File: config.mk
export PLATFORM = sky130hd
export DESIGN_NAME = change_dispenser
export DESIGN_NICKNAME = d
export VERILOG_FILES = /design/src/rtl/change_dispenser.sv
export SDC_FILE = /design/constraint.sdc
export NUM_CORES = 1
export LEC_CHECK = 0
export CAP_MARGIN = 15
export CELL_PAD_IN_SITES_DETAIL_PLACEMENT = 0
export CELL_PAD_IN_SITES_GLOBAL_PLACEMENT = 2
export CORE_MARGIN = 10
export CORE_UTILIZATION = 35
export CTS_CLUSTER_SIZE = 28
export DETAILED_ROUTE_END_ITERATION = 8
export PLACE_DENSITY_LB_ADDON = 0.1
export SYNTH_ARGS = -nofsm -noshare
export SYNTH_HDL_FRONTEND = slang
export SYNTH_SLANG_ARGS = --single-unit
File: constraint.sdc
create_clock -name clk -period 8 [get_ports clk]
set_clock_uncertainty 0.1 [all_clocks]
set_input_delay 1.6 -clock clk [delete_from_list [all_inputs] [get_ports clk]]
set_output_delay 1.6 -clock clk [all_outputs]
set_load 0.05 [all_outputs]
File: src/rtl/change_dispenser.sv
// Change payout FSM: pays an owed cent amount one coin at a time over a level/ack handshake.
// Optional macro CHANGE_DISPENSER_ACK_TIMEOUT_EN adds an ack timeout in PRESENT.
module change_dispenser #(
  parameter int W           = 10,
  parameter int DIME_VAL    = 10,
  parameter int QUARTER_VAL = 25,
  parameter int DOLLAR_VAL  = 100,
  parameter int CNT_W       = 7,
  parameter int ACK_TIMEOUT = 255
) (
  input  logic             clk,
  input  logic             rst_n,
  input  logic             start,
  input  logic [W-1:0]     change_in,
  input  logic             abort,
  input  logic             coin_ack,
  output logic             dime_out,
  output logic             quarter_out,
  output logic             dollar_out,
  output logic             busy,
  output logic             done,
  output logic             err,
  output logic [W-1:0]     remaining,
  output logic [CNT_W-1:0] coin_cnt
);

  typedef enum logic [2:0] {
    S_IDLE    = 3'd0,
    S_LOAD    = 3'd1,
    S_SELECT  = 3'd2,
    S_PRESENT = 3'd3,
    S_FINISH  = 3'd4
  } state_t;

  state_t           state_q;
  logic             dime_q, quarter_q, dollar_q;
  logic             busy_q, done_q, err_q;
  logic [W-1:0]     rem_q;
  logic [CNT_W-1:0] cnt_q;

  logic [W-1:0]     rem_dollar_s, rem_quarter_s, coin_val_s, rem_after_s;
  logic             pick_dollar_s, pick_quarter_s;
  logic [CNT_W-1:0] cnt_inc_s;
  logic             tmo_hit_s;

  // Amounts that can be paid exactly with dimes, quarters and dollars.
  function automatic logic payable(input logic [W-1:0] x);
    payable = ((x % W'(5)) == W'(0)) && (x != W'(5)) && (x != W'(15));
  endfunction

  // Coin choice for SELECT and decrement for the coin currently presented.
  always_comb begin
    rem_dollar_s   = rem_q - W'(DOLLAR_VAL);
    rem_quarter_s  = rem_q - W'(QUARTER_VAL);
    pick_dollar_s  = (rem_q >= W'(DOLLAR_VAL)) && payable(rem_dollar_s);
    pick_quarter_s = (rem_q >= W'(QUARTER_VAL)) && payable(rem_quarter_s);
    if (dollar_q) begin
      coin_val_s = W'(DOLLAR_VAL);
    end else if (quarter_q) begin
      coin_val_s = W'(QUARTER_VAL);
    end else if (dime_q) begin
      coin_val_s = W'(DIME_VAL);
    end else begin
      coin_val_s = W'(0);
    end
    rem_after_s = rem_q - coin_val_s;
    if (cnt_q == {CNT_W{1'b1}}) begin
      cnt_inc_s = cnt_q;
    end else begin
      cnt_inc_s = cnt_q + CNT_W'(1);
    end
  end

`ifdef CHANGE_DISPENSER_ACK_TIMEOUT_EN
  localparam int TW = $clog2(ACK_TIMEOUT + 1);
  logic [TW-1:0] tmo_q;

  // Ack wait counter; zero outside PRESENT so it restarts for every coin.
  always_ff @(posedge clk or negedge rst_n) begin
    if (!rst_n) begin
      tmo_q <= TW'(0);
    end else if (state_q != S_PRESENT) begin
      tmo_q <= TW'(0);
    end else begin
      tmo_q <= tmo_q + TW'(1);
    end
  end

  assign tmo_hit_s = (state_q == S_PRESENT) && (tmo_q == TW'(ACK_TIMEOUT - 1));
`else
  assign tmo_hit_s = 1'b0;
`endif

  // Payout FSM; every output is a register updated here.
  always_ff @(posedge clk or negedge rst_n) begin
    if (!rst_n) begin
      state_q   <= S_IDLE;
      dime_q    <= 1'b0;
      quarter_q <= 1'b0;
      dollar_q  <= 1'b0;
      busy_q    <= 1'b0;
      done_q    <= 1'b0;
      err_q     <= 1'b0;
      rem_q     <= W'(0);
      cnt_q     <= CNT_W'(0);
    end else begin
      done_q <= 1'b0;
      case (state_q)
        S_IDLE: begin
          if (start) begin
            rem_q   <= change_in;
            cnt_q   <= CNT_W'(0);
            err_q   <= 1'b0;
            busy_q  <= 1'b1;
            state_q <= S_LOAD;
          end else begin
            busy_q  <= 1'b0;
          end
        end
        S_LOAD: begin
          if (abort) begin
            err_q   <= 1'b1;
            done_q  <= 1'b1;
            state_q <= S_FINISH;
          end else if (rem_q == W'(0)) begin
            err_q   <= 1'b0;
            done_q  <= 1'b1;
            state_q <= S_FINISH;
          end else if (!payable(rem_q)) begin
            err_q   <= 1'b1;
            done_q  <= 1'b1;
            state_q <= S_FINISH;
          end else begin
            state_q <= S_SELECT;
          end
        end
        S_SELECT: begin
          if (abort) begin
            err_q   <= 1'b1;
            done_q  <= 1'b1;
            state_q <= S_FINISH;
          end else begin
            dollar_q  <= pick_dollar_s;
            quarter_q <= !pick_dollar_s && pick_quarter_s;
            dime_q    <= !pick_dollar_s && !pick_quarter_s;
            state_q   <= S_PRESENT;
          end
        end
        S_PRESENT: begin
          if (coin_ack) begin
            dime_q    <= 1'b0;
            quarter_q <= 1'b0;
            dollar_q  <= 1'b0;
            rem_q     <= rem_after_s;
            cnt_q     <= cnt_inc_s;
            if (rem_after_s == W'(0)) begin
              err_q   <= 1'b0;
              done_q  <= 1'b1;
              state_q <= S_FINISH;
            end else if (abort) begin
              err_q   <= 1'b1;
              done_q  <= 1'b1;
              state_q <= S_FINISH;
            end else begin
              state_q <= S_SELECT;
            end
          end else if (abort || tmo_hit_s) begin
            // Coin withdrawn unpaid, so the owed amount stays intact.
            dime_q    <= 1'b0;
            quarter_q <= 1'b0;
            dollar_q  <= 1'b0;
            err_q     <= 1'b1;
            done_q    <= 1'b1;
            state_q   <= S_FINISH;
          end else begin
            state_q <= S_PRESENT;
          end
        end
        S_FINISH: begin
          busy_q  <= 1'b0;
          state_q <= S_IDLE;
        end
        default: begin
          dime_q    <= 1'b0;
          quarter_q <= 1'b0;
          dollar_q  <= 1'b0;
          busy_q    <= 1'b0;
          state_q   <= S_IDLE;
        end
      endcase
    end
  end

  assign dime_out    = dime_q;
  assign quarter_out = quarter_q;
  assign dollar_out  = dollar_q;
  assign busy        = busy_q;
  assign done        = done_q;
  assign err         = err_q;
  assign remaining   = rem_q;
  assign coin_cnt    = cnt_q;

endmodule

==> out/results.txt, run 1 <==
Num CTS Buffers: 3
Skew-Pair Late Insertion Delay: 0.26 ns
final design utilization: 39.6%
HPWL after DPL: 13.0 mm
Synth top cells by count: nand2_1 (65), nor2_1 (64), o21ai_0 (47)
CTS Sinks: 26
Layout area overhead: 9.81%
Worst Path Required: 8.03 ns
hold_buf cts: 0
Cell Chain, Critical Path: inv_2 > ha_1 > or3b_1 > nand2_2 > nor3_1 > o32a_1 > or3_4 > o22ai_4 > nor2_1 > a21o_1 > a211oi_2 > ha_1 > inv_1 > a22o_4 > a2111oi_4 > and2_4 > xnor2_1 > ha_1 > inv_1 > o211a_2 > or3_1 > a221oi_2 > o31ai_1
CTS tree: built
vias in the first global route: 5,372
# Post-CTS Setup Buffers: 0
hold crit path type: register to register
initial antenna violation count: 0
Crit-path slowest cell: o32a_1
non-filler instance count after layout: 905
TritonRoute pass-1 iters: 5
Final ANT Viol Nets: 0
top fanout value on the critical path: 21
Final Hold Viols: 0
area leader, netlist: dfrtp_1
die height: 143 µm
Critical Path End Type: register
Residual DRC: 0
Post-synth EDFFs: 0
Post-Route WL: 17.2 mm
Placed Cells: 902
clock buffer depth: 2
slew margin rel.: 40.8%
PortBufs: 37
ant diodes: 0
Placed Area: 0.00574 mm²
share of cells above drive strength 1: 10.3%
register area share after synthesis: 12.3%
nature of the critical path startpoint: register
# setup viols final: 0
run status: complete, no violations
Tcrit/Tclk final: 86.8%
grt ovf: 0
core box area: 0.0147 mm²
Post-Layout Inst Area: 0.00581 mm²
DIE AREA: 0.0204 mm²
Setup CP Type: register to register
Initial Utilization: 36.0%
Synth top area share: 12.3%
dominant cell by count in the synthesized netlist: nand2_1
H-tree levels: 1
WHS Path Cells: 1
worst-margin pin slew: 0.888 ns
post_cts resized: 0
Post-synth ARST share: 100%
Mean Syn Cell Area: 7.39 µm²
largest stage delay on the critical path: 0.49 ns
clk root buf: clkbuf_16
r2r worst-path depth: 23
most used cell, CP: ha_1
cell family with most CP delay: compound AO/OA/AOI/OAI gates
max cap viols: 0
setup total negative slack: 0 ns
Layout Nets: 767
io pins: 38
GR Util All Layers: 16.7%
Final min period: 6.94 ns
syn_nets: 761
Crit. path cell count: 23
initial drt markers: 413
global-route wire length before repair: 28.4 mm
width of the die: 143 µm
largest net degree at the start of global routing: 36
Worst Path Arrival: 6.97 ns
WL/cell: 19.0 µm
Netlist cell types: 111
synth warn: 0
via/cell ratio: 6.18
ys flop type: dfrtp_1
Max Fclk: 0.144 GHz
GPL Wtd Cong: 0.841
Cell Rows: 44
synthesized netlist cell count: 717
unrepaired setup endpoints after global routing: no
Bufs and invs on worst path: 3
top cells by area, synth: dfrtp_1 (12%), ha_1 (6.6%), nand2_1 (4.6%)
synthesized area: 0.00530 mm²
Slew Viols, Final: 0
CTS clk-pin slew, worst paths: 0.06 ns
Vias: 5,595
Seq cells post-synth: 26
==> layer usage <==
metal / track usage [%] / up-vias / share of wire (%)
li1: - / 2738 / -
met1: 21.7 / 2691 / 46
met2: 28.6 / 146 / 48
met3: 1.59 / 20 / 3.6
met4: 4.56 / 0 / 1.8
met5: 0 / - / 0
==> worst paths after layout <==
path                                    from            to  slack, ns
worst min-delay path                     err           err       0.41
min in group asynchronous              rst_n           err       1.60
worst max-delay path            remaining[2]   quarter_out       1.06
max in group asynchronous              rst_n  remaining[9]       5.94
worst max register to register  remaining[2]   quarter_out       1.06
worst min register to register           err           err       0.41
==> area by class of cell <==
class                      count  area, µm²
tap                          184        230
multi-input combinational    612       4270
sequential                    26        651
timing repair buffer          52        483
fill                        1508       8880
clock buffer                   3       75.1
inverter                      28        105
==> layout by cell type, fill, tap and decap left out, types with 15 or more instances in the layout <==
cell type / netlist / layout
nand3_1: 23 / 23
inv_1: 24 / 24
nor2_1: 64 / 64
ha_1: 28 / 28
nor3_1: 29 / 29
xnor2_1: 23 / 23
nand2_1: 65 / 65
a21oi_1: 45 / 45
o21ai_0: 47 / 47
clkdlybuf4s50_1: 0 / 37
buf_4: 3 / 15
dfrtp_1: 26 / 26
==> sequential cells by signal, summed over array words and instances, names as in the netlist <==
name         cells
quarter_out      1
dime_out         1
err              1
coin_cnt         7
state_q          3
done             1
remaining       10
dollar_out       1
busy             1
==> stage by stage <==
step	hold slack (ns)	setup WS, ns
floorplan	0.447	0.993
global placement	0.407	1.28
detailed placement	0.394	1.11
CTS	0.418	1.10
global route	0.438	0.476
finish	0.411	1.06
==> kinds of logic after synthesis <==
logic type | share of synthesized area, %
AND/OR/NAND/NOR | 28.9
AO/OA/AOI/OAI | 35.9
buffers and inverters | 7.07
XOR/XNOR | 5.60
adder cells (fa/ha/maj) | 7.37
flip-flops | 12.3
multiplexers | 2.79
Power of run 1 is left out: the tool's default activity adds up to more than one toggle a clock period on the data nets, which glitch-free logic cannot reach.
==> inputs of run 2 (changes only) <==
Settings changed: CTS_CLUSTER_DIAMETER set to 120.
==> results of run 2 <==
Same layout as run 1: the final DEF is identical, and so are final timing and power.
Power of run 2 is left out for the same reason.
